$ cat src/rtl/cpu_pkg.sv
// Shared CPU definitions: reset/trap vectors, NOP encoding, next-PC select codes.
package cpu_pkg;

  localparam logic [31:0] RESET_PC = 32'h8000_0000;
  localparam logic [31:0] IRQ_VEC  = 32'h8000_0004;
  localparam logic [31:0] EXC_VEC  = 32'h8000_0008;
  localparam logic [31:0] NOP      = 32'h0000_0000;

  typedef enum logic [2:0] {
    SEL_SEQ,
    SEL_HOLD,
    SEL_JUMP,
    SEL_JR,
    SEL_BR,
    SEL_IRQ,
    SEL_EXC
  } pc_sel_e;

  // Sequential successor; bit 31 is the kernel-mode flag and never takes a carry.
  function automatic logic [31:0] pc_plus4(input logic [31:0] p);
    return {p[31], p[30:0] + 31'd4};
  endfunction

endpackage

$ cat src/rtl/if_fetch_ctrl_if.sv
// Instruction ROM bus between the fetch controller (master) and the ROM (slave).
interface if_fetch_ctrl_if;

  logic [31:0] rom_addr;
  logic [31:0] rom_data;

  modport master (output rom_addr, input rom_data);
  modport slave  (input rom_addr, output rom_data);

endinterface

$ cat src/rtl/if_fetch_ctrl_next_pc_sel.sv
// Combinational next-PC priority encoder: exc > branch > jr > jump > irq > stall > seq.
module next_pc_sel #(
  parameter logic [31:0] IRQ_VEC = cpu_pkg::IRQ_VEC,
  parameter logic [31:0] EXC_VEC = cpu_pkg::EXC_VEC
) (
  input  logic [31:0]      pc,
  input  logic             stall,
  input  logic             jump,
  input  logic [25:0]      jump_index,
  input  logic             jr,
  input  logic [31:0]      jr_target,
  input  logic             branch_taken,
  input  logic [31:0]      branch_target,
  input  logic             ctrl_pending,
  input  logic             exc,
  input  logic             irq,
  output cpu_pkg::pc_sel_e sel,
  output logic [31:0]      next_pc,
  output logic [31:0]      pc4,
  output logic             irq_take
);
  import cpu_pkg::*;

  assign pc4 = pc_plus4(pc);

  // Interrupts are only taken on a quiet user-mode cycle, so the discarded
  // instruction at pc can be safely re-fetched from epc.
  assign irq_take = irq & ~pc[31] & ~ctrl_pending & ~stall & ~exc
                  & ~branch_taken & ~jump & ~jr;

  always_comb begin
    sel     = SEL_SEQ;
    next_pc = pc4;
    if (exc) begin
      sel     = SEL_EXC;
      next_pc = EXC_VEC;
    end else if (branch_taken) begin
      sel     = SEL_BR;
      next_pc = branch_target;
    end else if (jr) begin
      sel     = SEL_JR;
      next_pc = jr_target;
    end else if (jump) begin
      sel     = SEL_JUMP;
      next_pc = {pc4[31:28], jump_index, 2'b00};
    end else if (irq_take) begin
      sel     = SEL_IRQ;
      next_pc = IRQ_VEC;
    end else if (stall) begin
      sel     = SEL_HOLD;
      next_pc = pc;
    end
  end

endmodule

$ cat src/rtl/if_fetch_ctrl.sv
// Instruction-fetch controller: PC register, ROM addressing, IF/ID stage, EPC capture.
module if_fetch_ctrl #(
  parameter logic [31:0] RESET_PC = cpu_pkg::RESET_PC,
  parameter logic [31:0] IRQ_VEC  = cpu_pkg::IRQ_VEC,
  parameter logic [31:0] EXC_VEC  = cpu_pkg::EXC_VEC
) (
  input  logic                   clk,
  input  logic                   reset,
  if_fetch_ctrl_if.master        rom,
  input  logic                   stall,
  input  logic                   jump,
  input  logic [25:0]            jump_index,
  input  logic                   jr,
  input  logic [31:0]            jr_target,
  input  logic                   branch_taken,
  input  logic [31:0]            branch_target,
  input  logic                   ctrl_pending,
  input  logic                   exc,
  input  logic [31:0]            exc_pc,
  input  logic                   irq,
  output logic [31:0]            pc,
  output logic [31:0]            if_id_instr,
  output logic [31:0]            if_id_pc4,
  output logic                   if_id_valid,
  output logic                   flush_if_id,
  output logic [31:0]            epc,
  output logic                   epc_we,
  output logic                   irq_ack
);
  import cpu_pkg::*;

  pc_sel_e     sel_p0;
  logic [31:0] next_pc_p0;
  logic [31:0] pc4_p0;
  logic        irq_take_p0;

  logic [31:0] pc_p0;
  logic [31:0] instr_p1;
  logic [31:0] pc4_p1;
  logic        vld_p1;
  logic [31:0] epc_p1;
  logic        epc_we_p1;
  logic        irq_ack_p1;

  next_pc_sel #(
    .IRQ_VEC (IRQ_VEC),
    .EXC_VEC (EXC_VEC)
  ) u_next_pc_sel (
    .pc            (pc_p0),
    .stall         (stall),
    .jump          (jump),
    .jump_index    (jump_index),
    .jr            (jr),
    .jr_target     (jr_target),
    .branch_taken  (branch_taken),
    .branch_target (branch_target),
    .ctrl_pending  (ctrl_pending),
    .exc           (exc),
    .irq           (irq),
    .sel           (sel_p0),
    .next_pc       (next_pc_p0),
    .pc4           (pc4_p0),
    .irq_take      (irq_take_p0)
  );

  assign flush_if_id = exc | branch_taken | jr | jump | irq_take_p0;

  // IF stage: PC register drives the ROM address directly
  always_ff @(posedge clk or negedge reset) begin
    if (!reset) pc_p0 <= RESET_PC;
    else        pc_p0 <= next_pc_p0;
  end

  assign rom.rom_addr = pc_p0;
  assign pc           = pc_p0;

  // IF/ID boundary: a redirect squashes the fetched word even while stalled
  always_ff @(posedge clk or negedge reset) begin
    if (!reset) begin
      instr_p1 <= NOP;
      pc4_p1   <= 32'h0;
      vld_p1   <= 1'b0;
    end else if (flush_if_id) begin
      instr_p1 <= NOP;
      pc4_p1   <= 32'h0;
      vld_p1   <= 1'b0;
    end else if (!stall) begin
      instr_p1 <= rom.rom_data;
      pc4_p1   <= pc4_p0;
      vld_p1   <= 1'b1;
    end
  end

  // Trap bookkeeping: epc holds its value between traps, the strobes are one-cycle
  always_ff @(posedge clk or negedge reset) begin
    if (!reset) begin
      epc_p1     <= 32'h0;
      epc_we_p1  <= 1'b0;
      irq_ack_p1 <= 1'b0;
    end else begin
      epc_we_p1  <= 1'b0;
      irq_ack_p1 <= 1'b0;
      if (sel_p0 == SEL_EXC) begin
        epc_p1    <= exc_pc + 32'd4;
        epc_we_p1 <= 1'b1;
      end else if (sel_p0 == SEL_IRQ) begin
        epc_p1     <= pc_p0;
        epc_we_p1  <= 1'b1;
        irq_ack_p1 <= 1'b1;
      end
    end
  end

  assign if_id_instr = instr_p1;
  assign if_id_pc4   = pc4_p1;
  assign if_id_valid = vld_p1;
  assign epc         = epc_p1;
  assign epc_we      = epc_we_p1;
  assign irq_ack     = irq_ack_p1;

endmodule

$ cat src/flat_wrapper.sv
// flat-port wrapper written by rule: the top's interface ports become plain ports
module if_fetch_ctrl_flat import cpu_pkg::*;
#(
  parameter logic [31:0] RESET_PC = cpu_pkg::RESET_PC,
  parameter logic [31:0] IRQ_VEC  = cpu_pkg::IRQ_VEC,
  parameter logic [31:0] EXC_VEC  = cpu_pkg::EXC_VEC
)
  (clk, reset, stall, jump, jump_index, jr, jr_target, branch_taken, branch_target, ctrl_pending, exc, exc_pc, irq, pc, if_id_instr, if_id_pc4, if_id_valid, flush_if_id, epc, epc_we, irq_ack, rom_rom_addr, rom_rom_data);
  if_fetch_ctrl_if rom_i ();
  input  logic clk;
  input  logic reset;
  input  logic stall;
  input  logic jump;
  input  logic [25:0] jump_index;
  input  logic jr;
  input  logic [31:0] jr_target;
  input  logic branch_taken;
  input  logic [31:0] branch_target;
  input  logic ctrl_pending;
  input  logic exc;
  input  logic [31:0] exc_pc;
  input  logic irq;
  output logic [31:0] pc;
  output logic [31:0] if_id_instr;
  output logic [31:0] if_id_pc4;
  output logic if_id_valid;
  output logic flush_if_id;
  output logic [31:0] epc;
  output logic epc_we;
  output logic irq_ack;
  output wire logic [$bits(rom_i.rom_addr)-1:0] rom_rom_addr;
  input wire logic [$bits(rom_i.rom_data)-1:0] rom_rom_data;
  assign rom_rom_addr = rom_i.rom_addr;
  assign rom_i.rom_data = rom_rom_data;
  if_fetch_ctrl #(.RESET_PC(RESET_PC), .IRQ_VEC(IRQ_VEC), .EXC_VEC(EXC_VEC)) u_core (.clk(clk), .reset(reset), .rom(rom_i), .stall(stall), .jump(jump), .jump_index(jump_index), .jr(jr), .jr_target(jr_target), .branch_taken(branch_taken), .branch_target(branch_target), .ctrl_pending(ctrl_pending), .exc(exc), .exc_pc(exc_pc), .irq(irq), .pc(pc), .if_id_instr(if_id_instr), .if_id_pc4(if_id_pc4), .if_id_valid(if_id_valid), .flush_if_id(flush_if_id), .epc(epc), .epc_we(epc_we), .irq_ack(irq_ack));
endmodule
$ cat config.mk
export PLATFORM = sky130hd
export DESIGN_NAME = if_fetch_ctrl_flat
export DESIGN_NICKNAME = d
export VERILOG_FILES = /design/src/rtl/cpu_pkg.sv /design/src/rtl/if_fetch_ctrl_if.sv /design/src/rtl/if_fetch_ctrl_next_pc_sel.sv /design/src/rtl/if_fetch_ctrl.sv /design/src/flat_wrapper.sv
export SDC_FILE = /design/constraint.sdc
export NUM_CORES = 1
export LEC_CHECK = 0
export CORE_ASPECT_RATIO = 1.2
export CORE_MARGIN = 1.5
export CORE_UTILIZATION = 46
export DETAILED_ROUTE_END_ITERATION = 8
export GPL_ROUTABILITY_DRIVEN = 0
export GPL_TIMING_DRIVEN = 0
export PLACE_DENSITY_LB_ADDON = 0.1
export SYNTH_ARGS = -nofsm -noshare
export SYNTH_HDL_FRONTEND = slang
export SYNTH_SLANG_ARGS = --single-unit
$ cat constraint.sdc
create_clock -name clk -period 5.4 [get_ports clk]
set_input_delay 1.35 -clock clk [delete_from_list [all_inputs] [get_ports clk]]
set_output_delay 1.35 -clock clk [all_outputs]
set_load 0.02 [all_outputs]
==> flow_metrics.env <==
export IMPL_status="finished, final reports clean"
export IMPL_drt_total_wl_um=28300
export IMPL_power_density_mw_per_mm2=259
export IMPL_coreArea_mm2=0.0156
export IMPL_drv_cap=0
export IMPL_worstSetupPathType="input port to output pin"
export IMPL_hold_class="flop to flop"
export IMPL_cts_setup_buffers=0
export IMPL_synthTopCellsByCount="dfrtp_1, nand2_1, o21ai_0"
export IMPL_cts_root_buf="clkbuf_16"
export IMPL_syn_area_mm2=0.00729
export IMPL_die_x_um=118
export IMPL_cts_buffers=17
export IMPL_ir_drop_uv=186
export IMPL_ant_nets=0
export IMPL_cp_arrival_ns=3.82
export IMPL_grt_pass1_wl_um=42400
export IMPL_die_area_mm2=0.0166
export IMPL_grt_start_max_net_pins=89
export IMPL_startpoint_type="input port"
export IMPL_area_growth_pct=57.2
export IMPL_final_hold_violation_count=0
export IMPL_fin_nets=1266
export IMPL_dieHeight_um=141
export IMPL_p_total_uw=2970
export IMPL_antenna_found_initial=0
export IMPL_setup_total_negative_slack_ns=0
export IMPL_avgSynthCellArea_um2=9.63
export IMPL_row_count=50
export IMPL_max_stage_delay_ns=0.60
export IMPL_highest_signal_layer="met4"
export IMPL_hold_slack_ns=0.481
export IMPL_synth_area_top_cells="dfrtp_1, a22o_1, xor2_1"
export IMPL_synth_top_area_cell="dfrtp_1"
export IMPL_cts_clk_slew_worst_paths_ns=0.06
export IMPL_synth_top_area_share_pct=44.6
export IMPL_drt_iter0_drc=561
export IMPL_syn_num_nets=922
export IMPL_hp_start="u_core.if_id_pc4[27]"
export IMPL_cts_sinks=131
export IMPL_synth_seq_area_share_pct=45.0
export IMPL_start_util_pct=46.8
export IMPL_relSlewSlack_pct=22.9
export IMPL_slowest_stage="clkdlybuf4s50_1"
export IMPL_grt_setup_unrepaired="false"
export IMPL_synthArstFlopShare_pct=100
export IMPL_drc_errors=0
export IMPL_period_share_pct=95.8
export IMPL_wl_per_cell_um=21.4
export IMPL_grt_pass1_vias=7304
export IMPL_worst_setup_path_end_kind="output pin"
export IMPL_met2WireLength_um=13900
export IMPL_synth_warnings=0
export IMPL_cpMostUsedCell="clkdlybuf4s50_1"
export IMPL_yosys_register_bits=131
export IMPL_place_port_buffers=324
export IMPL_stdcell_area_mm2=0.0115
export IMPL_h_tree_depth=4
export IMPL_cp_max_fo=10
export IMPL_path_cells="clkdlybuf4s50_1 > nor4_4 > clkbuf_1 > nor2b_1 > inv_1 > clkdlybuf4s50_1"
export IMPL_p_leak_uw=0.00479
export IMPL_drt_first_pass_iters=6
export IMPL_slew_viol_final=0
export IMPL_clockBufferDepth=2
export IMPL_r2r_start="u_core.pc[31]"
export IMPL_min_period_ns=5.17
export IMPL_synth_edf_count=0
export IMPL_critPathRequiredTime_ns=4.05
export IMPL_wl_met3_um=2530
export IMPL_grt_usage_pct=33.6
export IMPL_cp_startpoint="exc"
export IMPL_yosysMostFrequentCell="dfrtp_1"
export IMPL_synth_ff_type="dfrtp_1"
export IMPL_vias=7590
export IMPL_tightestPinTransition_ns=1.15
export IMPL_yosysUniqueCellTypes=70
export IMPL_synthCells=757
export IMPL_final_core_util_pct=73.6
export IMPL_clk_latency_ns=0.43
export IMPL_routed_via_density=5.74
export IMPL_io_pins=327
export IMPL_finalSetupViolations=0
export IMPL_dpl_instance_area_mm2=0.0108
export IMPL_wl_met1_um=11000
export IMPL_max_freq_mhz=193
export IMPL_hpwl_um=21500
export IMPL_clock_skew_ns=0.00693
export IMPL_tritoncts="yes"
export IMPL_antenna_cells=0
export IMPL_drive_gt1_share_pct=9.25
export IMPL_gr_total_overflow=0
## metrics by stage
| stage | cells | worst slack [ns] |
|---|---|---|
| final | 1322 | 0.229 |
| after floorplan | 757 | 1.61 |
| after global placement | 1289 | -2.21 |
| after global routing | 1322 | 0.0644 |
| after detailed placement | 1290 | 0.218 |
| after CTS | 1322 | 0.198 |
## final timing paths
path | slack [ns] | cells after the start | end
worst max-delay path | 0.23 | 6 | flush_if_id
worst min-delay path | 0.48 | 2 | u_core.if_id_pc4[27]
worst max register to register | 2.56 | 6 | u_core.if_id_instr[11]
worst min register to register | 0.48 | 2 | u_core.if_id_pc4[27]
max in group asynchronous | 3.75 | 2 | u_core.pc[31]
min in group asynchronous | 0.83 | 1 | u_core.if_id_instr[9]
## cell families after synthesis
family	synth area share (%)
simple gates	16.9
compound gates	21.5
flops	45.0
buf+inv	7.37
xor+xnor	6.61
mux	2.20
fa+ha+maj	0.343
## cell type report
| class | count | area [um2] |
|---|---|---|
| plain buffers | 81 | 478 |
| clock buffers | 18 | 439 |
| clock inverters | 14 | 198 |
| fillers | 1199 | 4120 |
| inverters | 16 | 60.1 |
| multi-input cells | 529 | 3470 |
| flip-flops and latches | 131 | 3280 |
| well taps | 208 | 260 |
| repair buffers | 325 | 3270 |
## placed cells by master (no fill, tap or decap), drive strengths merged, types with 22 or more instances in the layout
cell type / synthesis / routed
dfrtp: 130 / 130
and3: 22 / 22
a22o: 42 / 42
nor2: 30 / 30
nand2: 78 / 78
clkdlybuf4s50: 1 / 324
a21oi: 34 / 34
o21ai: 54 / 54
clkbuf: 31 / 49
xor2: 34 / 34
buf: 49 / 51
nand3: 28 / 28
## where the power goes
group	total (uW)	switching [uW]	internal, uW
sequential	1100	71.8	1030
combinational	616	293	323
clock	1250	463	790
## repair_timing
action / in CTS / in global routing
hold buffers: 0 / 0
gates resized for setup: 0 / 2
endpoints found under the hold margin: 0 / 0
endpoints found under the setup margin: 0 / 1
## sequential cells by signal, summed over array words and instances (netlist names)
register and cells:
u_core.irq_ack 1, u_core.if_id_pc4 32, u_core.if_id_instr 32, u_core.if_id_valid 1, u_core.epc 32, u_core.epc_we 1
u_core.pc 32
## critical path, delay by kind of cell
| kind | cells | cell delay (ns) |
|---|---|---|
| buffers and inverters | 4 | 1.58 |
| and+or+nand+nor | 2 | 0.88 |
## per-layer routing
metal,vias up,track usage (%)
li1,3475,-
met5,-,0
met3,63,8.54
met4,0,13.2
met1,3623,40.9
met2,429,57.1
Note: power is estimated with default switching activity, not from simulation.
